$ cat config.mk
export PLATFORM = sky130hd
export DESIGN_NAME = piso_serializer
export DESIGN_NICKNAME = d
export VERILOG_FILES = /design/src/rtl/piso_serializer.sv
export SDC_FILE = /design/constraint.sdc
export NUM_CORES = 1
export LEC_CHECK = 0
export BUFFER_PORTS_ARGS = -buffer_cell sky130_fd_sc_hd__buf_4
export CORE_MARGIN = 2
export CORE_UTILIZATION = 29
export DETAILED_ROUTE_END_ITERATION = 12
export PLACE_DENSITY = 0.47
export SLEW_MARGIN = 20
export SYNTH_ARGS = -nofsm -noshare
export SYNTH_HDL_FRONTEND = slang
export SYNTH_SLANG_ARGS = --single-unit
$ cat constraint.sdc
create_clock -name clk -period 1.97 [get_ports clk]
set_input_delay 0.2955 -clock clk [delete_from_list [all_inputs] [get_ports clk]]
set_output_delay 0.2955 -clock clk [all_outputs]
set_load 0.01 [all_outputs]
$ cat src/rtl/piso_serializer.sv
// Parallel-in serial-out transmitter with valid/ready intake
// and registered sdata/sframe/slast outputs.
module piso_serializer #(
    parameter int   WIDTH      = 4,
    parameter bit   MSB_FIRST  = 1'b1,
    parameter logic IDLE_LEVEL = 1'b0
) (
    input  logic             clk,
    input  logic             reset,
    input  logic [WIDTH-1:0] pdata,
    input  logic             pvalid,
    output logic             pready,
    output logic             sdata,
    output logic             sframe,
    output logic             slast
);

    localparam int CW = $clog2(WIDTH);

    typedef enum logic {
        IDLE,
        SHIFT
    } state_t;

    state_t           state;
    state_t           state_n;
    logic [CW-1:0]    cnt;
    logic [CW-1:0]    cnt_n;
    logic [WIDTH-1:0] shreg;
    logic [WIDTH-1:0] shreg_n;
    logic             sdata_n;
    logic             sframe_n;
    logic             slast_n;
    logic             accept;

    // A new word may enter as soon as the final bit of the current one is out
    assign pready = (state == IDLE) || (cnt == '0);
    assign accept = pvalid && pready;

    always_comb begin
        state_n  = state;
        cnt_n    = cnt;
        shreg_n  = shreg;
        sdata_n  = sdata;
        sframe_n = sframe;
        slast_n  = slast;
        if (accept) begin
            state_n  = SHIFT;
            cnt_n    = CW'(WIDTH - 1);
            shreg_n  = pdata;
            sdata_n  = MSB_FIRST ? pdata[WIDTH-1] : pdata[0];
            sframe_n = 1'b1;
            slast_n  = 1'b0;
        end else begin
            unique case (state)
                SHIFT: begin
                    if (cnt != '0) begin
                        if (MSB_FIRST) begin
                            shreg_n = shreg << 1;
                            sdata_n = shreg[WIDTH-2];
                        end else begin
                            shreg_n = shreg >> 1;
                            sdata_n = shreg[1];
                        end
                        cnt_n   = cnt - CW'(1);
                        slast_n = (cnt == CW'(1));
                    end else begin
                        state_n  = IDLE;
                        sdata_n  = IDLE_LEVEL;
                        sframe_n = 1'b0;
                        slast_n  = 1'b0;
                    end
                end
                default: begin
                end
            endcase
        end
    end

    always_ff @(posedge clk) begin
        if (reset) begin
            state  <= IDLE;
            cnt    <= '0;
            sdata  <= IDLE_LEVEL;
            sframe <= 1'b0;
            slast  <= 1'b0;
        end else begin
            state  <= state_n;
            cnt    <= cnt_n;
            sdata  <= sdata_n;
            sframe <= sframe_n;
            slast  <= slast_n;
        end
    end

    // Contents are irrelevant until a word is loaded
    always_ff @(posedge clk) begin
        shreg <= shreg_n;
    end

endmodule

-- Word-level counts from Yosys, hierarchy flattened
Index checks and enable logic that the tools add are counted.
- register bits: 9
- word-level logic and storage cells: 35
- $add $sub $neg: 1
- equal/unequal tests: 2
- muxes and demuxes: 16
- bitwise logic cells: 1
- reduce and logical (&&, ||, !) cells: 9
- operators with widths (operator ; number):
    1-bit two-way mux ; 10
    3-bit two-way mux ; 3
    2-bit two-way mux ; 3
    2-bit nonzero test ; 3
    2-bit AND reduction ; 2
    2-bit by 1-bit == test with 1-bit output (second input constant) ; 1
    2-bit zero test ; 1
    2-bit != test (second input constant) ; 1
    2-bit OR reduction ; 1
    2-bit by 1-bit subtractor with 2-bit output (second input constant) ; 1
    1-bit logical AND ; 1
    1-bit logical OR ; 1
    1-bit NOT ; 1

-- Depth between registers and ports, before layout
- word-level depth: 5
- mapped depth: 6
- mapped depth without buffers: 6

-- Least setup slack after synthesis
No wires, ideal clock.
- path kind: register to register
- start point: register cnt[0]
- end point: register shreg[1] (data pin)
- setup time: 0.260 ns
- arrival: 1.250 ns
- setup slack: 0.459 ns
- cell stages (with the launch flop): 7
- path buffers: 0
- period minus slack after synthesis: 1.511 ns
- path through: dfxtp_1 > inv_1 > ha_1 > nor2b_4 > inv_2 > nand2_4 > mux2_4
- word-level cells in the longest chain between the ends: 4
- RTL lines (element ; line ; source):
    start: declaration ; 27 ; logic [CW-1:0] cnt;
    start signal: assignment ; 89 ; cnt <= cnt_n;
    2-bit zero test ; 37 ; assign pready = (state == IDLE) || (cnt == '0);
    1-bit logical OR ; 37 ;
    net pready ; 12 ; output logic pready,
    1-bit logical AND ; 38 ; assign accept = pvalid && pready;
    3-bit two-way mux ; 47 ; if (accept) begin
    net shreg_n[1] ; 30 ; logic [WIDTH-1:0] shreg_n;
    end signal: assignment ; 98 ; shreg <= shreg_n;
    end: declaration ; 29 ; logic [WIDTH-1:0] shreg;
The timed path passes the listed nets, and every way through them passes these cells.
A chain may end at the register's enable or synchronous reset.

-- Worst setup path after layout
- start point: register cnt[0]
- end point: output port pready
- word-level cells in the longest chain between the ends: 2
- RTL lines (element ; line):
    2-bit zero test ; 37
    1-bit logical OR ; 37
    end: declaration ; 12
No other way between the ends.

==> flow_metrics.env <==
export IMPL_crit_path_top_delay_cell="dfxtp_1"
export IMPL_grt_first_pass_wirelength_mm=1.414
export IMPL_drive_gt1_share_pct=36.00
export IMPL_start_util_pct=31.99
export IMPL_yosysWarnings=0
export IMPL_end_kind="output pin"
export IMPL_io_pins=11
export IMPL_cts_root_buf="clkbuf_4"
export IMPL_clkSlewWorstSetupHoldPaths_ns=0.06
export IMPL_setup_tns_ns=0
export IMPL_gr_usage_met1_pct=11.90
export IMPL_die_h_um=42.36
export IMPL_setup_viol=0
export IMPL_drc=0
export IMPL_postCtsHoldBufs=0
export IMPL_io_buffers=10
export IMPL_synthTopCellsByCount="dfxtp_1 (6), edfxtp_1 (3), nor2_1 (3)"
export IMPL_die_x_um=42.36
export IMPL_postPlaceCellArea_um2=509.2
export IMPL_worst_pin_slew_ns=0.1996
export IMPL_cpLargestDelayFamily="flip-flops"
export IMPL_fin_crit_sh_pct=85.15
export IMPL_coreArea_um2=1334
export IMPL_ant_nets=0
export IMPL_worstSkewPairLatency_ns=0.26
export IMPL_dr_pass1_iters=4
export IMPL_slew_viol_final=0
export IMPL_synth_cell_types=21
export IMPL_viasPerCell=4.892
export IMPL_peakVddDrop_uv=332.3
export IMPL_synth_avg_cell_area_um2=11.53
export IMPL_status="finished clean"
export IMPL_min_path_type="in -> reg"
export IMPL_synth_area_leaders="dfxtp_1 (28%), edfxtp_1 (21%), mux2_4 (7.0%)"
export IMPL_cts_sinks=9
export IMPL_synth_fp_nets=46
export IMPL_grt_pass1_vias=339
export IMPL_synth_edf_count=3
export IMPL_criticalPathCategory="reg -> out"
export IMPL_vias=318
export IMPL_area_delta_synth_final_pct=25.51
export IMPL_yosysMostFrequentCell="dfxtp_1"
export IMPL_totalWireLength_um=802
export IMPL_use_met2_pct=16.62
export IMPL_max_slew_margin_pct=86.60
export IMPL_grt_antenna_before_repair=0
export IMPL_hold_ws_ns=0.2487
export IMPL_syn_area_um2=426.7
export IMPL_finalHoldViolations=0
export IMPL_timing_final_ws_setup_ns=0.2925
export IMPL_max_freq_mhz=596.1
export IMPL_multiInputGateArea_um2=193.9
export IMPL_path_max_fanout=6
export IMPL_numCtsBuffers=3
export IMPL_synthCells=37
export IMPL_met3_usage_pct=3.448
export IMPL_row_count=13
export IMPL_synthFlopType="dfxtp_1"
export IMPL_fillers=139
export IMPL_drt_iter0_markers=7
export IMPL_synth_top_area_share_pct=28.15
export IMPL_cts_tree="done"
export IMPL_start_kind="flip-flop"
export IMPL_drv_cap=0
export IMPL_yosysSeqAreaShare_pct=49.27
export IMPL_finalInstanceArea_um2=535.5
export IMPL_power_density_nw_per_um2=819.6
export IMPL_fin_worst_skew_ns=0.002181
export IMPL_synth_largest_area_cell="dfxtp_1"
export IMPL_post_cts_buffers=0
export IMPL_critical_path_cell_chain="inv_1 -> ha_1 -> nor2b_4 -> inv_2 -> buf_4"
export IMPL_final_core_util_pct=40.15
export IMPL_place_inst=61
export IMPL_p_leak_nw=0.2363
export IMPL_nets=60
export IMPL_busiest_layer="met2"
export IMPL_seq_area_um2=210.2
export IMPL_arrival_ns=1.38
export IMPL_dp_hpwl_um=587.5
export IMPL_grt_overflow=0
export IMPL_wl_per_cell_um=12.34
export IMPL_clockBufferDepth=2
export IMPL_cts_resized=0
export IMPL_cts_htree_levels=1
export IMPL_finalPower_mw=0.4389
export IMPL_final_min_clock_period_ns=1.677
export IMPL_final_cells=65
export IMPL_synthArstFlopShare_pct=0
export IMPL_grt_use_total_pct=10.58
export IMPL_grt_setup_unrepaired="false"
export IMPL_die_area_um2=1794
export IMPL_gp_congestion=0.6784
export IMPL_synth_seq_cells=9
export IMPL_critical_path_max_stage_delay_ns=0.38
export IMPL_pre_cts_ws_ns=0.3765
export IMPL_crit_buf_inv=3
export IMPL_required_ns=1.67
export IMPL_antennaDiodeCount=0
export IMPL_grt_max_degree=11
## cells in the final DEF, fill, tap and decap left out
cell      synthesis  final
ha_1              2      2
inv_1             2      2
nand2b_1          2      2
and3_1            1      1
nor3_1            2      2
inv_2             1      1
mux2_4            2      2
buf_4             0     10
nand2_1           1      1
dfxtp_1           6      6
a311oi_1          1      1
nor2_1            3      3
or2_1             1      1
a32oi_1           2      2
a21oi_1           1      1
nand2_4           1      1
and2b_1           1      1
clkbuf_1          0      1
nor2b_4           1      1
clkbuf_4          0      3
a211oi_1          2      2
mux2i_1           1      1
edfxtp_1          3      3
## routing by layer
layer,wire [um],up-vias
met2,363,12
met3,71,4
li1,-,161
met1,353,141
met5,0,-
met4,14,0
## registers in the layout, indices dropped and copies added (netlist names)
signal,flops
sdata,1
state,1
slast,1
shreg,3
sframe,1
cnt,2
## worst paths after layout
check	start	end	slack, ns	cells after the start
setup / recovery	cnt[0]$_SDFFE_PP0P_	pready	0.29	5
hold / removal	reset	sdata$_SDFFE_PP0P_	0.25	2
setup reg to reg	cnt[0]$_SDFFE_PP0P_	shreg[1]$_DFFE_PP_	0.37	6
hold reg to reg	cnt[0]$_SDFFE_PP0P_	cnt[0]$_SDFFE_PP0P_	0.51	1
## final cells by class
type / instances / share of cell area (%)
Tap cell: 15 / 3.505
Clock buffer: 4 / 4.907
Timing Repair Buffer: 10 / 14.02
Multi-Input combinational cell: 24 / 36.21
Inverter: 3 / 2.103
Sequential cell: 9 / 39.25
## cells by family after synthesis
kind of cell	synth area share (%)
and+or+nand+nor	19.36
AOI/OAI and AO/OA	10.85
buffers and inverters	5.278
DFF	49.27
muxes	9.385
adders and majority gates	5.864
## where the power goes
group          leakage, nW  internal, mW  switching, mW
registers           0.0804         0.211        0.00972
logic                0.141        0.0420         0.0360
clock network       0.0150        0.0779         0.0625
Note: power is estimated with default switching activity, not from simulation.
